`src/rtl/atan_pkg.sv`:
```
// Shared widths, states and helpers for the atan datapath.
// Neighbouring stages import this so widths stay in one place.
package atan_pkg;

  localparam int ATAN_W      = 16;
  localparam int ATAN_PROD_W = 32;
  localparam int ATAN_MUL_W  = 23;
  localparam int DIV_ITER    = 16;
  localparam int CNT_W       = 4;

  localparam logic [ATAN_W-1:0] RATIO_SAT = 16'hFFFF;

  typedef enum logic [2:0] {
    ST_IDLE,
    ST_ABS,
    ST_DIV,
    ST_SQR,
    ST_DONE
  } arg_state_t;

  // Magnitude of a two's-complement word; 0x8000 maps to 32768.
  function automatic logic [ATAN_W-1:0] mag(
    input logic [ATAN_W-1:0] v
  );
    return v[ATAN_W-1] ? (~v + 1'b1) : v;
  endfunction

endpackage

```
`src/rtl/atan_arg_reduce_if.sv`:
```
// Handshake bundle between the vector source, the argument
// reducer and the polynomial stage that consumes r and r^2.
interface atan_arg_reduce_if;
  import atan_pkg::*;

  logic              in_valid;
  logic              in_ready;
  logic [ATAN_W-1:0] in_x;
  logic [ATAN_W-1:0] in_y;
  logic              out_valid;
  logic              out_ready;
  logic [ATAN_W-1:0] atan_poly_ratio;
  logic [ATAN_W-1:0] atan_poly_pow_2;
  logic              oct_swap;
  logic              x_neg;
  logic              y_neg;

  modport master (
    output in_valid, in_x, in_y, out_ready,
    input  in_ready, out_valid,
    input  atan_poly_ratio, atan_poly_pow_2,
    input  oct_swap, x_neg, y_neg
  );

  modport slave (
    input  in_valid, in_x, in_y, out_ready,
    output in_ready, out_valid,
    output atan_poly_ratio, atan_poly_pow_2,
    output oct_swap, x_neg, y_neg
  );

endinterface

```
`src/rtl/atan_ratio_div.sv`:
```
// Sequential restoring divider: quo = floor(num*2^16/den).
// Needs num < den; done_o flags the final iteration cycle.
module atan_ratio_div
  import atan_pkg::*;
(
  input  logic              clk,
  input  logic              rst_n,
  input  logic              start_i,
  input  logic [ATAN_W-1:0] num_i,
  input  logic [ATAN_W-1:0] den_i,
  output logic              done_o,
  output logic [ATAN_W-1:0] quo_o
);

  logic [ATAN_W:0]   rem_q, rem_d;
  logic [ATAN_W-1:0] den_q, den_d;
  logic [ATAN_W-1:0] quo_q, quo_d;
  logic [CNT_W-1:0]  cnt_q, cnt_d;
  logic              busy_q, busy_d;
  logic [ATAN_W:0]   shl;
  logic              ge;

  assign shl = rem_q << 1;
  assign ge  = shl >= {1'b0, den_q};

  // Load on start, then one quotient bit per cycle, MSB first.
  always_comb begin
    rem_d  = rem_q;
    den_d  = den_q;
    quo_d  = quo_q;
    cnt_d  = cnt_q;
    busy_d = busy_q;
    if (start_i) begin
      rem_d  = {1'b0, num_i};
      den_d  = den_i;
      quo_d  = '0;
      cnt_d  = '0;
      busy_d = 1'b1;
    end else if (busy_q) begin
      rem_d = ge ? (shl - {1'b0, den_q}) : shl;
      quo_d = {quo_q[ATAN_W-2:0], ge};
      cnt_d = cnt_q + 1'b1;
      if (cnt_q == CNT_W'(DIV_ITER - 1))
        busy_d = 1'b0;
    end
  end

  // Divider state; reset drops any partial quotient.
  always_ff @(posedge clk) begin
    if (!rst_n) begin
      rem_q  <= '0;
      den_q  <= '0;
      quo_q  <= '0;
      cnt_q  <= '0;
      busy_q <= 1'b0;
    end else begin
      rem_q  <= rem_d;
      den_q  <= den_d;
      quo_q  <= quo_d;
      cnt_q  <= cnt_d;
      busy_q <= busy_d;
    end
  end

  assign done_o = busy_q && (cnt_q == CNT_W'(DIV_ITER - 1));
  assign quo_o  = quo_q;

endmodule

```
`src/rtl/atan_arg_reduce.sv`:
```
// Folds (x, y) into the first octant and produces r and r^2
// with octant flags for the reconstruction stage.
module atan_arg_reduce
  import atan_pkg::*;
(
  input  logic               clk,
  input  logic               rst_n,
  atan_arg_reduce_if.slave   bus
);

  arg_state_t        state_q, state_d;
  logic [ATAN_W-1:0] x_q, y_q;
  logic              swap_q, sat_q, zero_q;
  logic [ATAN_W-1:0] ratio_q, pow_q;
  logic              oswap_q, oxn_q, oyn_q;

  logic [ATAN_W-1:0] ax, ay, num, den, quo, r;
  logic              start, div_done;
  logic              accept;

  assign accept = (state_q == ST_IDLE) && bus.in_valid;
  assign ax     = mag(x_q);
  assign ay     = mag(y_q);
  assign num    = (ay > ax) ? ax : ay;
  assign den    = (ay > ax) ? ay : ax;

  atan_ratio_div u_div (
    .clk     (clk),
    .rst_n   (rst_n),
    .start_i (start),
    .num_i   (num),
    .den_i   (den),
    .done_o  (div_done),
    .quo_o   (quo)
  );

  assign r = zero_q ? '0 : (sat_q ? RATIO_SAT : quo);

  // Next state and the single-cycle divider start strobe.
  always_comb begin
    state_d = state_q;
    start   = 1'b0;
    unique case (state_q)
      ST_IDLE: if (bus.in_valid) state_d = ST_ABS;
      ST_ABS: begin
        start   = 1'b1;
        state_d = ST_DIV;
      end
      ST_DIV:  if (div_done) state_d = ST_SQR;
      ST_SQR:  state_d = ST_DONE;
      ST_DONE: if (bus.out_ready) state_d = ST_IDLE;
      default: state_d = ST_IDLE;
    endcase
  end

  // State register.
  always_ff @(posedge clk) begin
    if (!rst_n) state_q <= ST_IDLE;
    else        state_q <= state_d;
  end

  // Capture the operand pair on the accepting edge.
  always_ff @(posedge clk) begin
    if (!rst_n) begin
      x_q <= '0;
      y_q <= '0;
    end else if (accept) begin
      x_q <= bus.in_x;
      y_q <= bus.in_y;
    end
  end

  // Resolve octant and special cases while the divider loads.
  always_ff @(posedge clk) begin
    if (!rst_n) begin
      swap_q <= 1'b0;
      sat_q  <= 1'b0;
      zero_q <= 1'b0;
    end else if (state_q == ST_ABS) begin
      swap_q <= ay > ax;
      sat_q  <= (num == den) && (den != '0);
      zero_q <= den == '0;
    end
  end

  // Outputs only move on the edge into DONE.
  always_ff @(posedge clk) begin
    if (!rst_n) begin
      ratio_q <= '0;
      pow_q   <= '0;
      oswap_q <= 1'b0;
      oxn_q   <= 1'b0;
      oyn_q   <= 1'b0;
    end else if (state_q == ST_SQR) begin
      ratio_q <= r;
      pow_q   <= ATAN_W'(({{ATAN_W{1'b0}}, r} *
                          {{ATAN_W{1'b0}}, r}) >> ATAN_W);
      oswap_q <= swap_q;
      oxn_q   <= x_q[ATAN_W-1];
      oyn_q   <= y_q[ATAN_W-1];
    end
  end

  assign bus.in_ready        = rst_n && (state_q == ST_IDLE);
  assign bus.out_valid       = state_q == ST_DONE;
  assign bus.atan_poly_ratio = ratio_q;
  assign bus.atan_poly_pow_2 = pow_q;
  assign bus.oct_swap        = oswap_q;
  assign bus.x_neg           = oxn_q;
  assign bus.y_neg           = oyn_q;

endmodule
```
`src/flat_wrapper.sv`:
```
// flat-port wrapper written by rule: the top's interface ports become plain ports
module atan_arg_reduce_flat import atan_pkg::*;
  (clk, rst_n, bus_in_valid, bus_in_x, bus_in_y, bus_out_ready, bus_in_ready, bus_out_valid, bus_atan_poly_ratio, bus_atan_poly_pow_2, bus_oct_swap, bus_x_neg, bus_y_neg);
  atan_arg_reduce_if bus_i ();
  input  logic clk;
  input  logic rst_n;
  input wire logic [$bits(bus_i.in_valid)-1:0] bus_in_valid;
  input wire logic [$bits(bus_i.in_x)-1:0] bus_in_x;
  input wire logic [$bits(bus_i.in_y)-1:0] bus_in_y;
  input wire logic [$bits(bus_i.out_ready)-1:0] bus_out_ready;
  output wire logic [$bits(bus_i.in_ready)-1:0] bus_in_ready;
  output wire logic [$bits(bus_i.out_valid)-1:0] bus_out_valid;
  output wire logic [$bits(bus_i.atan_poly_ratio)-1:0] bus_atan_poly_ratio;
  output wire logic [$bits(bus_i.atan_poly_pow_2)-1:0] bus_atan_poly_pow_2;
  output wire logic [$bits(bus_i.oct_swap)-1:0] bus_oct_swap;
  output wire logic [$bits(bus_i.x_neg)-1:0] bus_x_neg;
  output wire logic [$bits(bus_i.y_neg)-1:0] bus_y_neg;
  assign bus_i.in_valid = bus_in_valid;
  assign bus_i.in_x = bus_in_x;
  assign bus_i.in_y = bus_in_y;
  assign bus_i.out_ready = bus_out_ready;
  assign bus_in_ready = bus_i.in_ready;
  assign bus_out_valid = bus_i.out_valid;
  assign bus_atan_poly_ratio = bus_i.atan_poly_ratio;
  assign bus_atan_poly_pow_2 = bus_i.atan_poly_pow_2;
  assign bus_oct_swap = bus_i.oct_swap;
  assign bus_x_neg = bus_i.x_neg;
  assign bus_y_neg = bus_i.y_neg;
  atan_arg_reduce u_core (.clk(clk), .rst_n(rst_n), .bus(bus_i));
endmodule
```
`config.mk`:
```
export PLATFORM = sky130hd
export DESIGN_NAME = atan_arg_reduce_flat
export DESIGN_NICKNAME = d
export VERILOG_FILES = /design/src/rtl/atan_pkg.sv /design/src/rtl/atan_arg_reduce_if.sv /design/src/rtl/atan_ratio_div.sv /design/src/rtl/atan_arg_reduce.sv /design/src/flat_wrapper.sv
export SDC_FILE = /design/constraint.sdc
export NUM_CORES = 1
export LEC_CHECK = 0
export ABC_AREA = 1
export BUFFER_PORTS_ARGS = -buffer_cell sky130_fd_sc_hd__buf_2
export CORE_MARGIN = 2
export CORE_UTILIZATION = 59
export CTS_BUF_LIST = sky130_fd_sc_hd__clkbuf_4 sky130_fd_sc_hd__clkbuf_8
export DETAILED_ROUTE_END_ITERATION = 12
export HOLD_SLACK_MARGIN = 0.06
export PLACE_DENSITY_LB_ADDON = 0.12
export SLEW_MARGIN = 15
export SYNTH_ARGS = -nofsm -noshare
export SYNTH_HDL_FRONTEND = slang
export SYNTH_HIERARCHICAL = 1
export SYNTH_SLANG_ARGS = --single-unit
```
`constraint.sdc`:
```
create_clock -name clk -period 5.65 [get_ports clk]
set_clock_uncertainty 0.1 [all_clocks]
set_input_delay 0.8475 -clock clk [delete_from_list [all_inputs] [get_ports clk]]
set_output_delay 0.8475 -clock clk [all_outputs]
set_load 0.01 [all_outputs]
```
==> impl_metrics.ini <==
[run_status]
status = finished, violations left
violations = negative setup slack

[power_and_ir_drop]
p_leak_nw = 9.23
switching_share_pct = 51.7
total_power_w = 0.00558
p_sw_w = 0.00289
p_seq_share_pct = 20.9
pwr-share-clk_pct = 16.1
powerDensity_nw_per_um2 = 308
p_int_w = 0.00269
ir_drop_uv = 390
combPwrFrac_pct = 63.0

[sta]
min_period_ns = 5.94
fmax_ghz = 0.168
finalHoldViolCount = 0
drv_slew = 0
slew_headroom_pct = 21.3
fin_ws_ns = -0.293
tightestPinTransition_ns = 1.18
setup_violations = 16
fin_crit_sh_pct = 105
hold_ws_ns = 0.386
rsz0062_at_grt = true

[yosys]
synthTopCellsByCount = inv_1 (412), nand2_1 (378), nor2_1 (207)
ys_ff_latch = 126
synth_top_cell_area_share_pct = 22.1
synthCells = 2057
synth-async-reset-ratio_pct = 0
synthesis.area_um2 = 14800
synth_top_cell_by_area = fa_1
ys_seq_area_share_pct = 17.0
synthFlopType = dfxtp_1
yosysMostFrequentCell = inv_1
mappedNetlistNets = 2387
yosysUniqueCellTypes = 49
syn_avg_cell_area_um2 = 7.21
synth-edff-count = 0
yosysWarnings = 6
synthTopCellsByArea = fa_1 (22%), dfxtp_1 (17%), ha_1 (11%), inv_1 (10%), nand2_1 (9.6%)

[grt]
antenna_found_initial = 0
first_global_vias = 13600
grt-ovfl-total = 0
grt_max_degree = 68
track_usage_pct = 33.6
grt_pass1_wl_um = 69400

[critical_path]
critical_path_arrival_ns = 6.19
cp-endpoint = u_core/bus.atan_poly_pow_2[8]$_SDFFE_PN0P_
crit_top_cell = fa_1
crit_path_max_incr_delay_ns = 0.55
critPathLaunch = u_core/sat_q$_SDFFE_PN0P_
start_kind = register
critical_path_class = reg -> reg
worstPathMaxFanout = 6
reg2reg_depth = 28
r2r_setup_slack_ns = -0.29
cp-end-kind = register
reg2reg_from = u_core/sat_q$_SDFFE_PN0P_
critPathRequiredTime_ns = 5.90
r2r-end = u_core/bus.atan_poly_pow_2[8]$_SDFFE_PN0P_
slowest_stage = fa_1

[finish]
nets = 2611
fin_area_um2 = 18100
num_antenna_cells = 0
drive_gt1_share_pct = 21.6
final_cells = 2623
area_delta_synth_final_pct = 22.1
final_util_pct = 72.6

[min_path]
hp-class = reg -> reg

[routing]
vias = 14100
drt_wl_total_um = 43400
drtIter0Drc = 1221
wl_per_cell_um = 16.6
antenna_left = 0
viasPerCell = 5.39
first_pass_iters = 6
drc_errors = 0

[place]
hpwl_um = 34500
placed_cell_area_um2 = 16700
dp.cells = 2557
place.port_buffers = 72
place_congestion = 0.984

[clocking]
clk_path_buf_depth = 2
hold_buffers = 0
cts.clk_slew.worst_paths_ns = 0.08
cts-root-buf = clkbuf_8
clock-sinks = 126
clkLatencyLatePin_ns = 0.45
cts_max_level = 4
cts_tree = done
cts_buffers = 17

[floorplanning]
core-area_um2 = 25000
die_w_um = 163
dieArea_um2 = 26400
initial_core_util_pct = 59.4
die-height_um = 163
io-pin-count = 73
rows = 58

[run]
drv_cap = 0
[stage by stage]
| step | TNS, ns | setup slack, ns |
|---|---|---|
| 3_3_place_gp | -5.68 | -0.484 |
| 3_5_place_dp | -5.73 | -0.476 |
| 2_1_floorplan | -0.00185 | -0.00185 |
| 6_report | -3.37 | -0.293 |
| 5_1_grt | -6.75 | -0.494 |
| 4_1_cts | -2.90 | -0.226 |
[placed cells by master (no fill, tap or decap), types with 19 or more instances in the layout]
cell type | Yosys | routed
o21ai_0 | 119 | 100
nand3_1 | 103 | 99
buf_2 | 10 | 72
xor2_1 | 24 | 22
inv_2 | 4 | 22
buf_4 | 4 | 165
ha_1 | 130 | 117
inv_1 | 412 | 392
nor2_2 | 5 | 22
nand2_2 | 22 | 34
nand2_1 | 378 | 362
fa_1 | 164 | 155
dfxtp_1 | 126 | 124
a21oi_2 | 4 | 19
nor2_1 | 207 | 180
a21oi_1 | 158 | 138
[sequential cells by signal, summed over array words and instances (netlist names)]
name,count
u_core/u_div/rem_q,16
u_core/u_div/cnt_q,4
u_core/bus.atan_poly_ratio,16
u_core/bus.x_neg,1
u_core/u_div/den_q,16
u_core/bus.oct_swap,1
u_core/state_q,3
u_core/bus.atan_poly_pow_2,16
u_core/zero_q,1
u_core/y_q,16
u_core/x_q,16
u_core/u_div/quo_o,16
u_core/sat_q,1
u_core/swap_q,1
u_core/u_div/busy_q,1
u_core/bus.y_neg,1
[kinds of logic (layout without fill, tap and decap cells)]
family                     Yosys count  after routing  synth area share (%)
and+or+nand+nor                    780            780                  22.6
xor gates and xnor gates            31             31                  1.83
DFF                                126            126                  17.0
buffers and inverters              483            719                  12.7
AOI/OAI and AO/OA                  343            343                  12.7
adders and majority gates          294            294                  33.1
[cell type report]
class	instances	area, um^2
sequential	126	2530
clock buffer	17	234
timing repair buffer	265	2000
fill	2032	6850
tap	330	413
clock inverter	14	204
multi-input combinational	1448	11100
inverter	423	1610
[power groups by stage]
| stage | combinational [W] | clock, W | sequential [W] |
|---|---|---|---|
| 4_1_cts | 0.00343 | 0.000915 | 0.00116 |
| 6_report | 0.00351 | 0.000900 | 0.00116 |
| 2_1_floorplan | 0.00280 | 0 | 0.00114 |
| 3_3_place_gp | 0.00334 | 0 | 0.00117 |
| 3_5_place_dp | 0.00340 | 0 | 0.00118 |
| 5_1_grt | 0.00393 | 0.000945 | 0.00118 |
[worst min-delay path by stage]
| stage | startpoint | end | slack [ns] | cells after the start |
|---|---|---|---|---|
| after floorplan | u_core/u_div/den_q[15]$_SDFFE_PN0P_ | u_core/u_div/den_q[15]$_SDFFE_PN0P_ | 0.33 | 2 |
| after global placement | u_core/u_div/den_q[15]$_SDFFE_PN0P_ | u_core/u_div/den_q[15]$_SDFFE_PN0P_ | 0.36 | 2 |
| after detailed placement | u_core/bus.atan_poly_ratio[7]$_SDFFE_PN0P_ | u_core/bus.atan_poly_ratio[7]$_SDFFE_PN0P_ | 0.37 | 2 |
| after CTS | u_core/bus.atan_poly_ratio[7]$_SDFFE_PN0P_ | u_core/bus.atan_poly_ratio[7]$_SDFFE_PN0P_ | 0.38 | 2 |
| after global routing | u_core/u_div/den_q[1]$_SDFFE_PN0P_ | u_core/u_div/den_q[1]$_SDFFE_PN0P_ | 0.41 | 2 |
| final | u_core/bus.atan_poly_ratio[7]$_SDFFE_PN0P_ | u_core/bus.atan_poly_ratio[7]$_SDFFE_PN0P_ | 0.39 | 2 |
[worst max-delay path: cells and delay by family (launching register included)]
family                     cells  cell delay [ns]
adders and majority gates      7             3.39
AOI/OAI and AO/OA              4             0.71
buffers and inverters         10             0.70
and+or+nand+nor                7             0.55
DFF                            1             0.38
[repair_timing]
item                                   CTS  global route
setup endpoints to repair               16            16
setup buffers                           25            10
endpoints found under the hold margin    0             0
gates cloned                             1             0
pin swaps                               69            33
resized for setup                      109            64
[layer usage]
| layer | global-route usage, % | routed length (um) | part of all wire (%) | up-vias |
|---|---|---|---|---|
| met4 | 6.76 | 726 | 1.7 | 0 |
| met1 | 50.1 | 20000 | 46 | 6653 |
| met5 | 0 | 0 | 0 | - |
| met2 | 49.6 | 18700 | 43 | 534 |
| met3 | 8.45 | 3920 | 9.0 | 63 |
| li1 | - | - | - | 6877 |
(Power assumes the default switching activity.)
